--- src/rtl/mips_ctrl_pkg.sv ---
`default_nettype none
// ============================================================================
//  Module   : mips_ctrl_pkg
//  Purpose  : Shared definitions for the MIPS-subset control path: opcode and
//             funct encodings, ALU operation codes, PC-source and immediate
//             extension selects, the multi-cycle FSM state encoding and the
//             bundle of registered control strobes.
//  Ports    : none (package)
//  Revision : 1.0  initial multi-cycle release
// ============================================================================
package mips_ctrl_pkg;

   // Primary opcodes (instr[31:26])
   localparam logic [5:0] c_op_rtype  = 6'b000000;
   localparam logic [5:0] c_op_regimm = 6'b000001;
   localparam logic [5:0] c_op_j      = 6'b000010;
   localparam logic [5:0] c_op_jal    = 6'b000011;
   localparam logic [5:0] c_op_beq    = 6'b000100;
   localparam logic [5:0] c_op_addiu  = 6'b001001;
   localparam logic [5:0] c_op_ori    = 6'b001101;
   localparam logic [5:0] c_op_lui    = 6'b001111;
   localparam logic [5:0] c_op_lw     = 6'b100011;
   localparam logic [5:0] c_op_sw     = 6'b101011;

   // REGIMM rt selector for bgezal
   localparam logic [4:0] c_rt_bgezal = 5'b10001;

   // R-type funct codes (instr[5:0])
   localparam logic [5:0] c_fn_addu  = 6'b100001;
   localparam logic [5:0] c_fn_subu  = 6'b100011;
   localparam logic [5:0] c_fn_and   = 6'b100100;
   localparam logic [5:0] c_fn_or    = 6'b100101;
   localparam logic [5:0] c_fn_sltu  = 6'b101011;
   localparam logic [5:0] c_fn_multu = 6'b011001;
   localparam logic [5:0] c_fn_mfhi  = 6'b010000;
   localparam logic [5:0] c_fn_mflo  = 6'b010010;

   // ALU operation codes
   localparam logic [2:0] c_alu_and  = 3'b000;
   localparam logic [2:0] c_alu_or   = 3'b001;
   localparam logic [2:0] c_alu_add  = 3'b010;
   localparam logic [2:0] c_alu_sub  = 3'b110;
   localparam logic [2:0] c_alu_sltu = 3'b111;
   localparam logic [2:0] c_alu_mfhi = 3'b100;
   localparam logic [2:0] c_alu_mflo = 3'b101;

   // PC source select
   localparam logic [1:0] c_pcsrc_seq    = 2'b00;
   localparam logic [1:0] c_pcsrc_branch = 2'b01;
   localparam logic [1:0] c_pcsrc_jump   = 2'b10;

   // Immediate extension select
   localparam logic [1:0] c_imm_sign  = 2'b00;
   localparam logic [1:0] c_imm_zero  = 2'b01;
   localparam logic [1:0] c_imm_upper = 2'b10;

   // Link register
   localparam logic [4:0] c_reg_ra = 5'd31;

   typedef enum logic [3:0] {
      S_FETCH  = 4'd0,
      S_DECODE = 4'd1,
      S_EXEC_R = 4'd2,
      S_EXEC_I = 4'd3,
      S_MULT   = 4'd4,
      S_ADDR   = 4'd5,
      S_MEM    = 4'd6,
      S_WB     = 4'd7,
      S_BRANCH = 4'd8,
      S_JUMP   = 4'd9,
      S_TRAP   = 4'd10
   } state_t;

   // Registered control bundle. 'fetch' and 'pcbranch' are qualifiers that the
   // top combines with mem_ready / zero to form irwrite and pcwrite.
   typedef struct packed {
      logic       memread;
      logic       memwrite;
      logic       iord;
      logic       fetch;
      logic       pcwrite;
      logic       pcbranch;
      logic [1:0] pcsrc;
      logic       alusrcbimm;
      logic [1:0] immext;
      logic [2:0] alucontrol;
      logic       regwrite;
      logic [4:0] destreg;
      logic       memtoreg;
      logic       linkpc;
      logic       mulstart;
      logic       hilo_we;
   } ctrl_t;

endpackage
`default_nettype wire

--- src/rtl/mips_alu_decoder.sv ---
`default_nettype none
// ============================================================================
//  Module   : mips_alu_decoder
//  Purpose  : Combinational R-type funct decode to ALU operation code, with a
//             flag telling whether the funct is one of the supported ALU ops.
//  Ports    : funct      in  6  R-type function field
//             alucontrol out 3  ALU operation code (and when not legal)
//             legal      out 1  funct is a supported ALU-class operation
//  Revision : 1.0  initial release
// ============================================================================
module mips_alu_decoder
   import mips_ctrl_pkg::*;
(
   input  logic [5:0] funct,
   output logic [2:0] alucontrol,
   output logic       legal
);

   always_comb begin
      alucontrol = c_alu_and;
      legal      = 1'b1;
      case (funct)
         c_fn_addu: alucontrol = c_alu_add;
         c_fn_subu: alucontrol = c_alu_sub;
         c_fn_and:  alucontrol = c_alu_and;
         c_fn_or:   alucontrol = c_alu_or;
         c_fn_sltu: alucontrol = c_alu_sltu;
         c_fn_mfhi: alucontrol = c_alu_mfhi;
         c_fn_mflo: alucontrol = c_alu_mflo;
         default:   legal      = 1'b0;
      endcase
   end

endmodule
`default_nettype wire

--- src/rtl/multicycle_controller.sv ---
`default_nettype none
// ============================================================================
//  Module   : multicycle_controller
//  Purpose  : Moore-style multi-cycle control unit for the MIPS-subset
//             datapath. Steps each instruction through fetch/decode/execute/
//             memory/writeback, waits on the memory ready handshake, sequences
//             the multi-cycle multiplier and traps on illegal opcodes or
//             memory timeouts.
//  Params   : MUL_CYCLES  multiplier latency after start (1..32)
//             MEM_TIMEOUT max wait cycles per memory access, 0 = no timeout
//  Ports    : clk, reset (async, active-high)
//             instr[31:0], zero, mem_ready              inputs
//             memread, memwrite, iord, irwrite, pcwrite,
//             pcsrc[1:0], alusrcbimm, immext[1:0],
//             alucontrol[2:0], regwrite, destreg[4:0],
//             memtoreg, linkpc, mulstart, hilo_we,
//             illegal                                   outputs
//  Revision : 1.0  initial release
// ============================================================================
module multicycle_controller
   import mips_ctrl_pkg::*;
#(
   parameter int MUL_CYCLES  = 4,
   parameter int MEM_TIMEOUT = 15
) (
   input  logic        clk,
   input  logic        reset,
   input  logic [31:0] instr,
   input  logic        zero,
   input  logic        mem_ready,
   output logic        memread,
   output logic        memwrite,
   output logic        iord,
   output logic        irwrite,
   output logic        pcwrite,
   output logic [1:0]  pcsrc,
   output logic        alusrcbimm,
   output logic [1:0]  immext,
   output logic [2:0]  alucontrol,
   output logic        regwrite,
   output logic [4:0]  destreg,
   output logic        memtoreg,
   output logic        linkpc,
   output logic        mulstart,
   output logic        hilo_we,
   output logic        illegal
);

   localparam int c_mul_w  = $clog2(MUL_CYCLES + 1);
   localparam int c_wait_w = (MEM_TIMEOUT > 0) ? $clog2(MEM_TIMEOUT + 1) : 1;
   localparam logic [c_mul_w-1:0]  c_mul_last   = c_mul_w'(MUL_CYCLES);
   localparam logic [c_mul_w-1:0]  c_mul_first  = c_mul_w'(1);
   localparam logic [c_wait_w-1:0] c_wait_max   = c_wait_w'(MEM_TIMEOUT);
   localparam logic                c_timeout_en = (MEM_TIMEOUT != 0);

   state_t              r_state, w_next;
   ctrl_t               r_ctrl, w_ctrl;
   logic                r_started;
   logic                r_illegal;
   logic [c_mul_w-1:0]  r_mulcnt, w_mulcnt;
   logic [c_wait_w-1:0] r_waitcnt, w_waitcnt;

   logic [5:0] w_op, w_funct;
   logic [4:0] w_rt, w_rd;
   logic [2:0] w_funct_alu;
   logic       w_funct_legal;
   logic       w_timeout;
   logic       w_unused_fields;

   assign w_op    = instr[31:26];
   assign w_rt    = instr[20:16];
   assign w_rd    = instr[15:11];
   assign w_funct = instr[5:0];

   // rs and shamt are datapath fields; the controller never looks at them
   assign w_unused_fields = ^{instr[25:21], instr[10:6]};

   mips_alu_decoder u_alu_decoder (
      .funct      (w_funct),
      .alucontrol (w_funct_alu),
      .legal      (w_funct_legal)
   );

   // Wait budget exhausted and memory still not ready in this cycle
   assign w_timeout = c_timeout_en && (r_waitcnt == c_wait_max) && !mem_ready;

   // ------------------------------------------------------------------
   // Next-state selection
   // ------------------------------------------------------------------
   always_comb begin
      w_next = r_state;
      case (r_state)
         S_FETCH: begin
            if (mem_ready)      w_next = S_DECODE;
            else if (w_timeout) w_next = S_TRAP;
         end
         S_DECODE: begin
            w_next = S_TRAP;
            case (w_op)
               c_op_rtype: begin
                  if (w_funct == c_fn_multu) w_next = S_MULT;
                  else if (w_funct_legal)    w_next = S_EXEC_R;
               end
               c_op_lw, c_op_sw:                w_next = S_ADDR;
               c_op_addiu, c_op_ori, c_op_lui:  w_next = S_EXEC_I;
               c_op_beq:                        w_next = S_BRANCH;
               c_op_regimm: begin
                  if (w_rt == c_rt_bgezal) w_next = S_BRANCH;
               end
               c_op_j, c_op_jal:                w_next = S_JUMP;
               default:                         w_next = S_TRAP;
            endcase
         end
         S_EXEC_R, S_EXEC_I: w_next = S_WB;
         S_MULT: begin
            if (r_mulcnt == c_mul_last) w_next = S_FETCH;
         end
         S_ADDR: w_next = S_MEM;
         S_MEM: begin
            if (mem_ready)      w_next = (w_op == c_op_lw) ? S_WB : S_FETCH;
            else if (w_timeout) w_next = S_TRAP;
         end
         S_WB, S_BRANCH, S_JUMP: w_next = S_FETCH;
         S_TRAP:  w_next = S_TRAP;
         default: w_next = S_TRAP;
      endcase
      // First cycle out of reset only primes the FETCH strobes
      if (!r_started) w_next = S_FETCH;
   end

   // ------------------------------------------------------------------
   // Counters for the state being entered
   // ------------------------------------------------------------------
   always_comb begin
      w_waitcnt = '0;
      if ((w_next == S_FETCH) || (w_next == S_MEM)) begin
         if ((w_next != r_state) || !r_started)
            w_waitcnt = '0;
         else if (c_timeout_en && (r_waitcnt != c_wait_max))
            w_waitcnt = r_waitcnt + c_wait_w'(1);
         else
            w_waitcnt = r_waitcnt;
      end

      // Multiplier cycle number, 1-based while in MULT
      w_mulcnt = '0;
      if (w_next == S_MULT)
         w_mulcnt = (r_state == S_MULT) ? r_mulcnt + c_mul_first : c_mul_first;
   end

   // ------------------------------------------------------------------
   // Control strobes for the state being entered (registered below so that
   // they line up with the state register)
   // ------------------------------------------------------------------
   always_comb begin
      w_ctrl = '0;
      case (w_next)
         S_FETCH: begin
            w_ctrl.memread = 1'b1;
            w_ctrl.fetch   = 1'b1;
         end
         S_EXEC_R: w_ctrl.alucontrol = w_funct_alu;
         S_EXEC_I: begin
            w_ctrl.alusrcbimm = 1'b1;
            if (w_op == c_op_addiu) begin
               w_ctrl.alucontrol = c_alu_add;
               w_ctrl.immext     = c_imm_sign;
            end else if (w_op == c_op_ori) begin
               w_ctrl.alucontrol = c_alu_or;
               w_ctrl.immext     = c_imm_zero;
            end else begin
               w_ctrl.alucontrol = c_alu_or;
               w_ctrl.immext     = c_imm_upper;
            end
         end
         S_MULT: begin
            w_ctrl.mulstart = (w_mulcnt == c_mul_first);
            w_ctrl.hilo_we  = (w_mulcnt == c_mul_last);
         end
         S_ADDR: begin
            w_ctrl.alusrcbimm = 1'b1;
            w_ctrl.alucontrol = c_alu_add;
            w_ctrl.immext     = c_imm_sign;
         end
         S_MEM: begin
            w_ctrl.iord     = 1'b1;
            w_ctrl.memread  = (w_op == c_op_lw);
            w_ctrl.memwrite = (w_op == c_op_sw);
         end
         S_WB: begin
            w_ctrl.regwrite = 1'b1;
            w_ctrl.destreg  = (w_op == c_op_rtype) ? w_rd : w_rt;
            w_ctrl.memtoreg = (w_op == c_op_lw);
         end
         S_BRANCH: begin
            // Both branches take the branch-target PC only when zero is set
            w_ctrl.pcbranch = 1'b1;
            w_ctrl.pcsrc    = c_pcsrc_branch;
            if (w_op == c_op_beq) begin
               w_ctrl.alucontrol = c_alu_sub;
            end else begin
               w_ctrl.alucontrol = c_alu_sltu;
               w_ctrl.regwrite   = 1'b1;
               w_ctrl.linkpc     = 1'b1;
               w_ctrl.destreg    = c_reg_ra;
            end
         end
         S_JUMP: begin
            w_ctrl.pcwrite = 1'b1;
            w_ctrl.pcsrc   = c_pcsrc_jump;
            if (w_op == c_op_jal) begin
               w_ctrl.regwrite = 1'b1;
               w_ctrl.linkpc   = 1'b1;
               w_ctrl.destreg  = c_reg_ra;
            end
         end
         default: w_ctrl = '0;
      endcase
   end

   // ------------------------------------------------------------------
   // State and registered outputs
   // ------------------------------------------------------------------
   always_ff @(posedge clk or posedge reset) begin
      if (reset) begin
         r_state   <= S_FETCH;
         r_ctrl    <= '0;
         r_started <= 1'b0;
         r_illegal <= 1'b0;
         r_mulcnt  <= '0;
         r_waitcnt <= '0;
      end else begin
         r_state   <= w_next;
         r_ctrl    <= w_ctrl;
         r_started <= 1'b1;
         r_illegal <= r_illegal | (w_next == S_TRAP);
         r_mulcnt  <= w_mulcnt;
         r_waitcnt <= w_waitcnt;
      end
   end

   assign memread    = r_ctrl.memread;
   assign memwrite   = r_ctrl.memwrite;
   assign iord       = r_ctrl.iord;
   // IR latch and PC+4 happen in the cycle memory delivers the word
   assign irwrite    = r_ctrl.fetch & mem_ready;
   assign pcwrite    = r_ctrl.pcwrite | (r_ctrl.fetch & mem_ready) | (r_ctrl.pcbranch & zero);
   assign pcsrc      = r_ctrl.pcsrc;
   assign alusrcbimm = r_ctrl.alusrcbimm;
   assign immext     = r_ctrl.immext;
   assign alucontrol = r_ctrl.alucontrol;
   assign regwrite   = r_ctrl.regwrite;
   assign destreg    = r_ctrl.destreg;
   assign memtoreg   = r_ctrl.memtoreg;
   assign linkpc     = r_ctrl.linkpc;
   assign mulstart   = r_ctrl.mulstart;
   assign hilo_we    = r_ctrl.hilo_we;
   assign illegal    = r_illegal;

endmodule
`default_nettype wire

--- config.mk ---
export PLATFORM = sky130hd
export DESIGN_NAME = multicycle_controller
export DESIGN_NICKNAME = d
export VERILOG_FILES = /design/src/rtl/mips_ctrl_pkg.sv /design/src/rtl/mips_alu_decoder.sv /design/src/rtl/multicycle_controller.sv
export SDC_FILE = /design/constraint.sdc
export NUM_CORES = 1
export LEC_CHECK = 0
export CORE_MARGIN = 5
export CORE_UTILIZATION = 48
export CTS_CLUSTER_SIZE = 40
export DETAILED_ROUTE_END_ITERATION = 8
export GPL_TIMING_DRIVEN = 0
export HOLD_SLACK_MARGIN = 0.15
export PLACE_DENSITY = 0.91
export SLEW_MARGIN = 40
export SYNTH_ARGS = -nofsm -noshare
export SYNTH_HDL_FRONTEND = slang
export SYNTH_SLANG_ARGS = --single-unit
export TNS_END_PERCENT = 20
--- constraint.sdc ---
create_clock -name clk -period 3.2 [get_ports clk]
set_input_delay 0.64 -clock clk [delete_from_list [all_inputs] [get_ports clk]]
set_output_delay 0.64 -clock clk [all_outputs]
set_load 0.05 [all_outputs]
==> out/results.txt, run 1 <==
result of the run: finished clean
sequential fraction of the synthesis area: 0.420
cell internal pwr: 1.08 mW
via count of the first global-routing pass: 1,913
summed negative setup slack over all endpoints: 0 ps
first-pass iteration count of the detailed router: 4
hold crit path type: flip-flop to flip-flop
number of enable-type register cells in the synthesized netlist: 0
largest net degree at the start of global routing: 38
Max transition margin: 0.562
pre-CTS setup slack: -284 ps
critical path required time: 3420 ps
First DRT Iteration DRCs: 120
maximum fanout along the worst path: 8
core area: 4410 sq um
worst hold slack: 480 ps
starting density of the core: 0.499
overflow left after global routing: 0
register share of total power: 0.309
net count after synthesis: 271
Top-Level Pins: 60
total power density per cell area: 676 nW/um^2
Syn Area/Cell: 9.50 sq um
area taken by multi-input logic gates: 1110 sq um
final weighted congestion in routability-driven placement: 0.921
antenna violations before repair: 0
Die Width: 77.8 um
drt via density: 5.83
Die Span Y: 77.8 um
top cells by area, synth: dfrtp_1 (42%), buf_4 (4.1%), mux2i_1 (3.2%)
Layout Skew: 8.84 ps
clock network fraction of design power: 0.165
final-report setup violation count: 0
gate count after technology mapping: 232
final std cell area, no fill: 2870 sq um
footprint of the flip-flops and latches: 926 sq um
site row count: 24
kind of start point of the critical path: input pin
clock buffer count from CTS: 5
Setup CP Type: input pin to flip-flop
routed length on met1: 2.31 mm
Post-Syn Area: 2200 sq um
antenna diode count: 0
number of maximum-capacitance violations: 0
number of cells on the worst hold path: 1
Clk Tree Root Cell: clkbuf_8
Setup crit end kind: flip-flop
Worst-Skew Late Latency: 300 ps
area leader, netlist: dfrtp_1
per-cell routed wire length: 15.9 um
post-synthesis sequential element count: 37
count of cell types in the netlist: 63
Worst VDD drop: 0.287 mV
crit path setup slack, layout: 105 ps
actual slew at the worst max-slew pin: 648 ps
HPWL after detailed placement: 4.00 mm
NumNets Final: 328
detailed-route via count: 1,993
number of buffers inserted by hold repair at cts: 0
peak clock frequency supported by timing: 323 MHz
NetSw: 852 uW
Post-synth top flop: dfrtp_1
DRT Wirelength: 5.42 mm
maximum level of the CTS H-tree: 2
final core utilization: 0.649
Slew Limit Fails: 0
final critical-path required period: 3090 ps
Area Growth Syn to Fin: 30.0%
die footprint: 6050 sq um
global-route wire length before repair: 8.67 mm
fraction of layout instances using a drive strength above 1: 0.131
clock tree from TritonCTS: built
leading cell types by count after synthesis: dfrtp_1 (37), inv_1 (15), nand2_1 (15), nor2_1 (15), buf_4 (12)
yosys warns: 0
portion of the clock cycle consumed by the worst path in the final layout: 0.967
arrival time of data at the critical path endpoint: 3310 ps
clk buf depth: 2
portion of synthesized cell area occupied by the leading cell type: 0.420
clock slew seen by the registers of the worst setup and hold paths: 80 ps
fill cell instance count of the final layout: 348
Detail Route Antenna Nets: 0
DR WL met2: 2.61 mm
part of the total power dissipated in combinational logic: 0.527
hold violation total from the final report: 0
static power due to leakage: 1.30 nW
number of design rule violations left after detail routing: 0
PortBufs: 48
Switching Share: 0.440
Register-to-Register Path Depth: 8
most frequent cell after synthesis: dfrtp_1
met3 WL: 402 um
number of clock sinks seen by CTS: 37
Top Layer Used: met4
Placed Area: 2750 sq um
Async S/R FF share, synth: 1.00
overall routing resource usage: 0.175
area by class of cell:
cell class | instances | share of cell area
plain buffers | 20 | 0.0424
clock buffers | 6 | 0.0253
clock inverters | 2 | 0.00349
inverters | 15 | 0.0201
multi-input cells | 160 | 0.389
flip-flops and latches | 37 | 0.323
well taps | 52 | 0.0227
repair buffers | 50 | 0.174
sequential cells by signal (all words and copies together), names as in the netlist, 2 cells and up:
name        flops
alucontrol      3
destreg         5
immext          2
pcsrc           2
r_ctrl          3
r_mulcnt        3
r_state         4
r_waitcnt       4
worst max-delay path, stage by stage:
cell and delay, ps:
clkdlybuf4s50_1 550, nand2b_1 260, a211o_1 340, o211a_1 140, o31ai_2 420, nand2_1 280
a2111o_1 560, o21ai_0 130
cells by family (layout without fill, tap and decap cells):
family                     Yosys count  after routing  synth area share
AOI/OAI and AO/OA                   47             47             0.164
muxes                                8              8            0.0386
DFF                                 37             37             0.420
xor gates and xnor gates             2              2           0.00795
adders and majority gates            3              3            0.0170
buffers and inverters               35             93            0.0806
and+or+nand+nor                     99             99             0.270
other                                1              1           0.00170
power groups by stage:
| stage | Combinational, mW | Clock, mW | Sequential, mW |
|---|---|---|---|
| CTS | 0.988 | 0.317 | 0.598 |
| global placement | 0.966 | 0 | 0.601 |
| global route | 1.09 | 0.334 | 0.607 |
| finish | 1.02 | 0.319 | 0.598 |
| floorplan | 0.632 | 0 | 0.686 |
| detailed placement | 0.984 | 0 | 0.606 |
metal layers:
metal,vias to the layer above,track usage
met4,0,0.0859
met5,-,0
met1,959,0.221
met3,10,0.0289
li1,949,-
met2,75,0.289
worst paths after layout:
path	from	endpoint	slack [ps]
worst max-delay path	instr[28]	destreg[0]	110
worst min-delay path	illegal	illegal	480
worst max register to register	r_state[0]	alucontrol[0]	470
worst min register to register	illegal	illegal	480
max in group asynchronous	reset	immext[0]	2080
min in group asynchronous	reset	alucontrol[0]	730
cell usage in the layout, fill, tap and decap left out, types with 2 or more instances in the layout:
cell / n
a21oi_1: 8
nand2_1: 15
o22ai_1: 2
clkdlybuf4s50_1: 47
and2_1: 2
o21bai_1: 2
buf_4: 14
nand2b_1: 7
nor2_1: 15
mux2i_1: 7
clkbuf_1: 8
o41ai_1: 2
nor3b_1: 3
nand3_1: 10
a211o_1: 2
clkbuf_8: 5
o21ai_0: 10
nor3_1: 10
or3_1: 2
a31oi_1: 2
ha_1: 3
nor4b_1: 2
inv_1: 14
and3b_1: 3
nor2b_1: 5
nand4_1: 6
nor4_1: 4
dfrtp_1: 37
a21oi_2: 2
clkinv_2: 3
repair_timing:
item,in CTS,in global routing
endpoints found under the hold margin,0,0
setup buffers,0,2
resized for setup,0,4
endpoints found under the setup margin,0,10
per-stage QoR:
stage / power, mW / cells
6_report: 1.94 / 342
3_3_place_gp: 1.57 / 332
5_1_grt: 2.03 / 342
2_1_floorplan: 1.32 / 232
3_5_place_dp: 1.59 / 332
4_1_cts: 1.90 / 340
(Power assumes the default switching activity.)
==> run 2, diff against run 1 <==
--- a/config.mk
+++ b/config.mk
@@ -6,12 +6,14 @@
 export NUM_CORES = 1
 export LEC_CHECK = 0
 export CORE_MARGIN = 5
-export CORE_UTILIZATION = 48
+export CORE_UTILIZATION = 50
+export CTS_BUF_LIST = sky130_fd_sc_hd__clkbuf_8
 export CTS_CLUSTER_SIZE = 40
 export DETAILED_ROUTE_END_ITERATION = 8
+export GPL_ROUTABILITY_DRIVEN = 0
 export GPL_TIMING_DRIVEN = 0
 export HOLD_SLACK_MARGIN = 0.15
-export PLACE_DENSITY = 0.91
+export PLACE_DENSITY = 0.93
 export SLEW_MARGIN = 40
 export SYNTH_ARGS = -nofsm -noshare
 export SYNTH_HDL_FRONTEND = slang
==> out/results.txt, run 2 (same netlist as run 1, synthesis figures left out) <==
result of the run: finished clean (unchanged)
detailed-route via count: 2,002 (was 1,993)
die footprint: 5840 sq um (was 6050 sq um)
first-pass iteration count of the detailed router: 4 (unchanged)
Worst-Skew Late Latency: 290 ps (was 300 ps)
clock tree from TritonCTS: built (unchanged)
final-report setup violation count: 0 (unchanged)
NetSw: 854 uW (was 852 uW)
hold violation total from the final report: 0 (unchanged)
site row count: 24 (unchanged)
final core utilization: 0.673 (was 0.649)
Layout Skew: 6.90 ps (was 8.84 ps)
ordered cell list for the critical path: clkdlybuf4s50_1 > or4b_4 > a21oi_2 > nor4_2 > o31ai_4 > or3b_1 > mux2_4 > a2111oi_4 (was clkdlybuf4s50_1 > nand2b_1 > a211o_1 > o211a_1 > o31ai_2 > nand2_1 > a2111o_1 > o21ai_0)
maximum level of the CTS H-tree: 2 (unchanged)
non-filler instance count after layout: 342 (unchanged)
First DRT Iteration DRCs: 164 (was 120)
HPWL after detailed placement: 4.00 mm (about the same)
Detail Route Antenna Nets: 0 (unchanged)
Slew Limit Fails: 0 (unchanged)
per-cell routed wire length: 16.1 um (was 15.9 um)
drt via density: 5.85 (was 5.83)
critical path required time: 3390 ps (was 3420 ps)
register share of total power: 0.292 (was 0.309)
static power due to leakage: 1.33 nW (was 1.30 nW)
Die Span Y: 76.4 um (was 77.8 um)
largest net degree at the start of global routing: 38 (unchanged)
overall routing resource usage: 0.190 (was 0.175)
cell internal pwr: 1.19 mW (was 1.08 mW)
hold crit path type: flip-flop to flip-flop (unchanged)
final std cell area, no fill: 2910 sq um (was 2870 sq um)
fill cell instance count of the final layout: 337 (was 348)
arrival time of data at the critical path endpoint: 3280 ps (was 3310 ps)
clk buf depth: 2 (unchanged)
part of the total power dissipated in combinational logic: 0.500 (was 0.527)
total buffers and inverters traversed by the critical path: 1 (unchanged)
area taken by multi-input logic gates: 1120 sq um (was 1110 sq um)
maximum fanout along the worst path: 8 (unchanged)
Clk Tree Root Cell: clkbuf_8 (unchanged)
reg-to-reg slack, setup: 550 ps (was 470 ps)
fraction of layout instances using a drive strength above 1: 0.134 (was 0.131)
number of clock sinks seen by CTS: 37 (unchanged)
flip-flop count of the largest register after layout: 5 (unchanged)
Placed Area: 2750 sq um (unchanged)
DRT Wirelength: 5.52 mm (was 5.42 mm)
Top-Level Pins: 60 (unchanged)
total design power: 2.04 mW (was 1.94 mW)
portion of the clock cycle consumed by the worst path in the final layout: 0.966 (was 0.967)
CP peak stage delay: 590 ps (was 560 ps)
total power density per cell area: 701 nW/um^2 (was 676 nW/um^2)
global-route wire length before repair: 9.05 mm (was 8.67 mm)
slowest cell on the critical path: or4b_4 (was a2111o_1)
crit path setup slack, layout: 110 ps (was 105 ps)
actual slew at the worst max-slew pin: 670 ps (was 648 ps)
final critical-path required period: 3090 ps (about the same)
antenna violations before repair: 0 (unchanged)
via count of the first global-routing pass: 1,881 (was 1,913)
Setup crit end kind: flip-flop (unchanged)
most frequent cells in the layout: clkdlybuf4s50_1 (45), dfrtp_1 (37), nor2_1 (15), nand2_1 (15) (was clkdlybuf4s50_1 (47), dfrtp_1 (37), nor2_1 (15), nand2_1 (15))
antenna diode count: 0 (unchanged)
kind of start point of the critical path: input pin (unchanged)
most common library cell in the layout ignoring fill and taps: clkdlybuf4s50_1 (unchanged)
starting density of the core: 0.510 (was 0.499)
core area: 4320 sq um (was 4410 sq um)
number of design rule violations left after detail routing: 0 (unchanged)
Worst VDD drop: 0.296 mV (was 0.287 mV)
cell count after placement: 332 (unchanged)
clock network fraction of design power: 0.208 (was 0.165)
Area Growth Syn to Fin: 32.0% (was 30.0%)
Switching Share: 0.419 (was 0.440)
clock slew seen by the registers of the worst setup and hold paths: 70 ps (was 80 ps)
PortBufs: 48 (unchanged)
unrepaired setup endpoints after global routing: true
NumNets Final: 328 (unchanged)
footprint of the flip-flops and latches: 926 sq um (unchanged)
Max transition margin: 0.548 (was 0.562)
clock buffer count from CTS: 5 (unchanged)
overflow left after global routing: 0 (unchanged)
delay-heaviest family, CP: simple AND/OR/NAND/NOR gates (was compound AO/OA/AOI/OAI gates)
number of maximum-capacitance violations: 0 (unchanged)
Die Width: 76.4 um (was 77.8 um)
peak clock frequency supported by timing: 324 MHz (was 323 MHz)
pre-CTS setup slack: -325 ps (was -284 ps)
Setup CP Type: input pin to flip-flop (unchanged)
## run 2: changes by cell type in the layout (fill, tap and decap cells not counted), sizes merged
cell           delta
clkinvlp          +1
clkdlybuf4s50     -2
dlymetal6s2s      +2
clkinv            -2
bufinv            +1
## run 2: path summary, 6_finish.rpt
check,startpoint,endpoint,cells after the start
min reg2reg,r_mulcnt[0],r_mulcnt[0],1
max,instr[2],r_waitcnt[3],8
max in group asynchronous,reset,linkpc,2
min,r_mulcnt[0],r_mulcnt[0],1
max reg2reg,r_state[0],r_waitcnt[3],8
min in group asynchronous,reset,r_ctrl[19],2
## run 2: power by group through the flow
stage               combinational [mW]  clock (mW)  sequential (mW)
finish                            1.02       0.424            0.596
CTS                               1.01       0.430            0.597
detailed placement               0.986           0            0.605
global placement                 0.964           0            0.601
floorplan                        0.632           0            0.686
global route                      1.09       0.450            0.608
## run 2: routing by layer
metal	vias up	routed length, um	GRT usage
met5	-	0	0
met4	0	145	0.0892
met3	15	409	0.0296
met2	90	2710	0.313
met1	951	2250	0.243
li1	946	-	-
## run 2: final cells by class
type,count,share of cell area
inverters,15,0.0198
clock buffers,6,0.0284
repair buffers,50,0.173
plain buffers,20,0.0417
multi-input cells,160,0.384
clock inverters,2,0.0129
well taps,52,0.0224
flip-flops and latches,37,0.318
## run 2: metrics by stage
step | setup TNS, ps | hold WS [ps]
2_1_floorplan | 0 | 466
3_3_place_gp | -1320 | 483
3_5_place_dp | -2190 | 508
4_1_cts | 0 | 518
5_1_grt | -0.682 | 542
6_report | 0 | 511
## run 2: worst reg2reg max path, cell delays in order, from the launching register on
cell and delay (ps):
dfrtp_1 360, clkbuf_1 330, nor2b_1 210, o21ai_0 80
and4_1 220, clkbuf_1 170, a21oi_1 510, mux2_4 390
a2111oi_4 260
## run 2: repair_timing
action / in CTS / in global routing
pin swaps: 1 / 0
setup endpoints to repair: 1 / 9
gates resized for setup: 0 / 6
buffers inserted: 2 / 0
gates cloned: 0 / 0
hold buffers: 0 / 0
